File: src/rtl/ov7670_camera_configure.sv
// OV7670 power-up register loader: walks a fixed ROM and writes each entry as a 3-phase SCCB write.
// Optional build macro CAM_CFG_SOFT_RESET_EN prepends a COM7 soft reset and a settle delay.
module ov7670_camera_configure #(
    parameter int unsigned CLK_FREQ  = 100_000_000,
    parameter int unsigned SCCB_FREQ = 100_000,
    parameter logic [7:0]  CAM_ID    = 8'h42,
    parameter int unsigned DELAY_MS  = 10
) (
    input  logic clk,
    input  logic reset,
    input  logic start,
    output logic sioc,
    output logic siod,
    output logic done
);

    localparam int unsigned QUARTER = CLK_FREQ / (4 * SCCB_FREQ);
    localparam int unsigned HALF    = 2 * QUARTER;
    localparam int unsigned BITLEN  = 4 * QUARTER;
    localparam longint unsigned DELAY_CYC64 = (64'(DELAY_MS) * 64'(CLK_FREQ)) / 64'd1000;
    localparam int unsigned DELAY_CYC = 32'(DELAY_CYC64);
    localparam logic [15:0] ENT_END = 16'hFFFF;
    localparam logic [15:0] ENT_DLY = 16'hFFF0;
    localparam logic [4:0]  LAST_BIT = 5'd26;

    typedef enum logic [2:0] {
        S_IDLE, S_START, S_SEND, S_STOP, S_GAP, S_FETCH, S_DELAY, S_DONE
    } state_t;

    state_t      state, state_nxt;
    logic [31:0] cnt;
    logic [4:0]  bitn;
    logic [3:0]  idx;
    logic [15:0] cur;
    logic [15:0] rom_q;
    logic [26:0] frame;
    logic        sioc_d, siod_d, done_d;
    logic        launch;

    // Register table, read sequentially from index 0 until the end marker.
    function automatic logic [15:0] rom(input logic [3:0] a);
`ifdef CAM_CFG_SOFT_RESET_EN
        case (a)
            4'd0:    rom = 16'h1280;
            4'd1:    rom = ENT_DLY;
            4'd2:    rom = 16'h1204;
            4'd3:    rom = 16'h1180;
            4'd4:    rom = 16'h0C00;
            4'd5:    rom = 16'h3E00;
            4'd6:    rom = 16'h0400;
            4'd7:    rom = 16'h40D0;
            4'd8:    rom = 16'h3A04;
            4'd9:    rom = 16'h1418;
            default: rom = ENT_END;
        endcase
`else
        case (a)
            4'd0:    rom = 16'h1204;
            4'd1:    rom = 16'h1180;
            4'd2:    rom = 16'h0C00;
            4'd3:    rom = 16'h3E00;
            4'd4:    rom = 16'h0400;
            4'd5:    rom = 16'h40D0;
            4'd6:    rom = 16'h3A04;
            4'd7:    rom = 16'h1418;
            default: rom = ENT_END;
        endcase
`endif
    endfunction

    assign rom_q  = rom(idx);
    assign frame  = {CAM_ID, 1'b1, cur[15:8], 1'b1, cur[7:0], 1'b1};
    assign launch = ((state == S_IDLE) || (state == S_DONE)) && start;

    // State and output registers.
    always_ff @(posedge clk) begin
        if (reset) begin
            state <= S_IDLE;
            sioc  <= 1'b1;
            siod  <= 1'b1;
            done  <= 1'b0;
        end else begin
            state <= state_nxt;
            sioc  <= sioc_d;
            siod  <= siod_d;
            done  <= done_d;
        end
    end

    // Next-state logic.
    always_comb begin
        state_nxt = state;
        unique case (state)
            S_IDLE:  if (start) state_nxt = S_START;
            S_START: if (cnt == HALF - 1) state_nxt = S_SEND;
            S_SEND:  if ((cnt == BITLEN - 1) && (bitn == LAST_BIT)) state_nxt = S_STOP;
            S_STOP:  if (cnt == HALF - 1) state_nxt = S_GAP;
            S_GAP:   if (cnt == BITLEN - 1) state_nxt = S_FETCH;
            S_FETCH: begin
                if (rom_q == ENT_END)      state_nxt = S_DONE;
                else if (rom_q == ENT_DLY) state_nxt = S_DELAY;
                else                       state_nxt = S_START;
            end
            S_DELAY: if ((33'(cnt) + 33'd1) >= 33'(DELAY_CYC)) state_nxt = S_FETCH;
            S_DONE:  if (start) state_nxt = S_START;
            default: state_nxt = S_IDLE;
        endcase
    end

    // Bus waveform; done follows the next state so it clears on the restart edge.
    always_comb begin
        sioc_d = 1'b1;
        siod_d = 1'b1;
        done_d = (state_nxt == S_DONE);
        case (state)
            S_START: siod_d = (cnt < QUARTER);
            S_SEND: begin
                sioc_d = (cnt >= HALF);
                siod_d = frame[LAST_BIT - bitn];
            end
            S_STOP: begin
                sioc_d = (cnt >= QUARTER);
                siod_d = 1'b0;
            end
            default: ;
        endcase
    end

    // Phase counter, bit counter and table pointer.
    always_ff @(posedge clk) begin
        if (reset) begin
            cnt  <= '0;
            bitn <= '0;
            idx  <= '0;
            cur  <= '0;
        end else begin
            if ((state_nxt != state) || (state == S_IDLE) || (state == S_DONE))
                cnt <= '0;
            else if ((state == S_SEND) && (cnt == BITLEN - 1))
                cnt <= '0;
            else
                cnt <= cnt + 32'd1;

            if ((state != S_SEND) || (state_nxt != S_SEND))
                bitn <= '0;
            else if (cnt == BITLEN - 1)
                bitn <= bitn + 5'd1;

            if (launch) begin
                cur <= rom(4'd0);
                idx <= 4'd1;
            end else if ((state == S_FETCH) && (rom_q != ENT_END)) begin
                cur <= rom_q;
                idx <= idx + 4'd1;
            end
        end
    end

endmodule

File: config.mk
export PLATFORM = sky130hd
export DESIGN_NAME = ov7670_camera_configure
export DESIGN_NICKNAME = d
export VERILOG_FILES = /design/src/rtl/ov7670_camera_configure.sv
export SDC_FILE = /design/constraint.sdc
export NUM_CORES = 1
export LEC_CHECK = 0
export CAP_MARGIN = 15
export CORE_MARGIN = 8
export CORE_UTILIZATION = 66
export DETAILED_ROUTE_END_ITERATION = 8
export GPL_TIMING_DRIVEN = 0
export PLACE_DENSITY = 0.81
export SLEW_MARGIN = 20
export SYNTH_ARGS = -nofsm -noshare
export SYNTH_HDL_FRONTEND = slang
export SYNTH_SLANG_ARGS = --single-unit
File: constraint.sdc
create_clock -name clk -period 6.4 [get_ports clk]
set_input_delay 1.28 -clock clk [delete_from_list [all_inputs] [get_ports clk]]
set_output_delay 1.28 -clock clk [all_outputs]
set_load 0.02 [all_outputs]
==> impl_metrics.json <==
{
  "syn_inst": 486,
  "startpoint_type": "register",
  "crit_arrival_ns": 3.49,
  "post-place-ws_ns": 2.91,
  "cts_tree": "built",
  "setup_viol": 0,
  "cp_max_fo": 10,
  "period_share_pct": 50.9,
  "period_minus_slack_ns": 3.26,
  "r2r_setup_slack_ns": 3.14,
  "grt_pass1_wl_um": 15700,
  "cts_buffers": 9,
  "final_antenna_net_count": 0,
  "avgRoutedWirePerCell_um": 15.6,
  "synth_ff_type": "dfxtp_1",
  "synthTopCellsByArea": "dfxtp_1 (30%), nand3_1 (7.4%), xor2_1 (5.1%)",
  "drive_gt1_share_pct": 15.4,
  "place.port_buffers": 4,
  "worst_slew_pin_slew_ns": 0.702,
  "synth_top_area_share_pct": 29.9,
  "p_leak_nw": 1.53,
  "synth_nets": 501,
  "finish.utilization_pct": 73.2,
  "rsz0062_at_grt": "no",
  "required_ns": 6.63,
  "powerDensity_mw_per_mm2": 193,
  "dr.first_iter.drc_count": 164,
  "area_growth_pct": 8.53,
  "rows": 28,
  "firstDrtPassIters": 4,
  "core_area_mm2": 0.00585,
  "synth_cell_type_count": 63,
  "clock_latency_ns": 0.35,
  "setup-tns-final_ns": 0,
  "final_area_mm2": 0.00428,
  "grt_pass1_vias": 3476,
  "setup_ws_ns": 3.14,
  "die_y_um": 93.3,
  "root_buffer": "clkbuf_8",
  "syn-mean-instance-area_um2": 8.12,
  "start_util_pct": 67.5,
  "yosysMostFrequentCell": "dfxtp_1",
  "vias": 3578,
  "fillCellCount": 466,
  "die_area_mm2": 0.00871,
  "synth.yosys.warnings": 0,
  "antenna_cells": 0,
  "wirelength_um": 9080,
  "slowest_delay_ns": 0.43,
  "ys_seq_area_share_pct": 29.9,
  "status": "complete, no violations",
  "internal_power_mw": 0.594,
  "ctsResizeCount": 0,
  "hp-class": "reg2reg",
  "ioPinCount": 6,
  "ys_async_sr_fraction_pct": 0,
  "multi_input_area_mm2": 0.00252,
  "synth-edff-count": 0,
  "clkSlewWorstSetupHoldPaths_ns": 0.08,
  "crit_family": "compound AO/OA/AOI/OAI gates",
  "gr-total-overflow": 0,
  "ys_top_cells_by_count": "dfxtp_1 (59), nand3_1 (58), nand2_1 (47)",
  "syn_area_mm2": 0.00395,
  "p_switching_mw": 0.232,
  "cts_buffer_depth": 2,
  "max-slew-margin-rel_pct": 52.8,
  "nets": 516,
  "place_hpwl_um": 6470,
  "viasPerCell": 6.16,
  "antenna_found_initial": 0,
  "path_cells": "clkbuf_1 -> inv_1 -> ha_1 -> clkbuf_1 -> mux2_2 -> o22ai_1 -> o21ai_0 -> o21a_1 -> o21ai_0 -> a21oi_1 -> a2111o_1",
  "ir_drop_uv": 138,
  "maxSlewViolCount": 0,
  "p_sw_share_pct": 28.1,
  "critical_path_class": "reg2reg",
  "max_freq_ghz": 0.307,
  "ff_latch_area_mm2": 0.00118,
  "hold_viol_final": 0,
  "total_power_mw": 0.826,
  "cts.htree.levels": 3,
  "routabilityCongestion": 0.924,
  "final_cells": 581,
  "crit_path_end_kind": "register",
  "ys_ff_latch": 59,
  "path_buf_inv": 3,
  "clock_skew_ns": 0.00764,
  "hold_slack_ns": 0.453,
  "cts_hold_buf": 0,
  "post_cts_buffers": 0,
  "clock-sinks": 59,
  "yosys.area.top_type": "dfxtp_1",
  "drc": 0,
  "slowest_stage": "dfxtp_1",
  "seqPwrFrac_pct": 46.6,
  "timing.max_cap.violations": 0,
  "placed_cell_area_mm2": 0.00408,
  "die_w_um": 93.3,
  "power_frac_comb_pct": 10.9,
  "placed_cells": 565,
  "grt_start_max_net_pins": 12,
  "grt_use_total_pct": 22.1,
  "pwr-share-clk_pct": 42.5
}
-- state kept, by name, indices dropped and copies added (netlist names) --
| signal | count |
|---|---|
| siod | 1 |
| bitn | 5 |
| cur | 12 |
| done | 1 |
| state | 3 |
| sioc | 1 |
| cnt | 32 |
| idx | 4 |
-- kinds of logic (layout without fill, tap and decap cells) --
group                      after synthesis  count (layout)  synth area share, %
and+or+nand+nor                        227             227                 31.1
AOI/OAI and AO/OA                       89              89                 17.2
DFF                                     59              59                 29.9
buffers and inverters                   50              70                 6.09
xor gates and xnor gates                40              40                 8.88
adders and majority gates               12              12                 3.80
muxes                                    9               9                 2.95
-- final cells by class --
| cell class | count | share of cell area (%) |
|---|---|---|
| Clock inverter | 6 | 1.52 |
| Inverter | 12 | 1.05 |
| Multi-Input combinational cell | 377 | 59.0 |
| Timing Repair Buffer | 4 | 0.935 |
| Tap cell | 75 | 2.19 |
| Buffer | 38 | 4.56 |
| Clock buffer | 10 | 3.21 |
| Sequential cell | 59 | 27.6 |
-- worst min-delay path: cells and delay by family, from the launching register on --
| family | cells | cell delay, ns |
|---|---|---|
| simple gates | 1 | 0.05 |
| compound gates | 1 | 0.05 |
| flops | 1 | 0.31 |
-- path summary, 6_finish.rpt --
path / from / endpoint / cells past startpoint
setup / recovery: bitn[0] / siod / 11
hold / removal: cur[8] / cur[8] / 2
setup reg to reg: bitn[0] / siod / 11
hold reg to reg: cur[8] / cur[8] / 2
-- placed cells by master (no fill, tap or decap), types with 4 or more instances in the layout --
master,count
a211oi_1,6
a21oi_1,17
and2_1,5
and3_1,9
buf_2,12
buf_6,5
clkbuf_1,21
clkbuf_8,10
clkdlybuf4s50_1,4
clkinvlp_4,4
dfxtp_1,59
ha_1,12
inv_1,12
mux2i_1,6
nand2_1,47
nand3_1,58
nand4_1,13
nor2_1,43
nor3_1,12
nor4_1,12
o211ai_1,5
o21ai_0,9
o21ai_2,20
xnor2_1,17
xor2_1,23
-- power by group through the flow --
| stage | registers (mW) | clock network, mW | logic, mW |
|---|---|---|---|
| CTS | 0.384 | 0.353 | 0.0887 |
| global route | 0.386 | 0.372 | 0.0995 |
| global placement | 0.393 | 0 | 0.0854 |
| floorplan | 0.392 | 0 | 0.0632 |
| detailed placement | 0.393 | 0 | 0.0879 |
| finish | 0.384 | 0.351 | 0.0902 |
-- per-layer routing --
layer	up-vias	GRT usage (%)	routed length (µm)
met5	-	0	0
met4	0	11.1	205
met3	18	4.65	491
met2	101	36.7	4450
met1	1678	26.4	3940
li1	1781	-	-
Power figures use the tool's default switching activity.
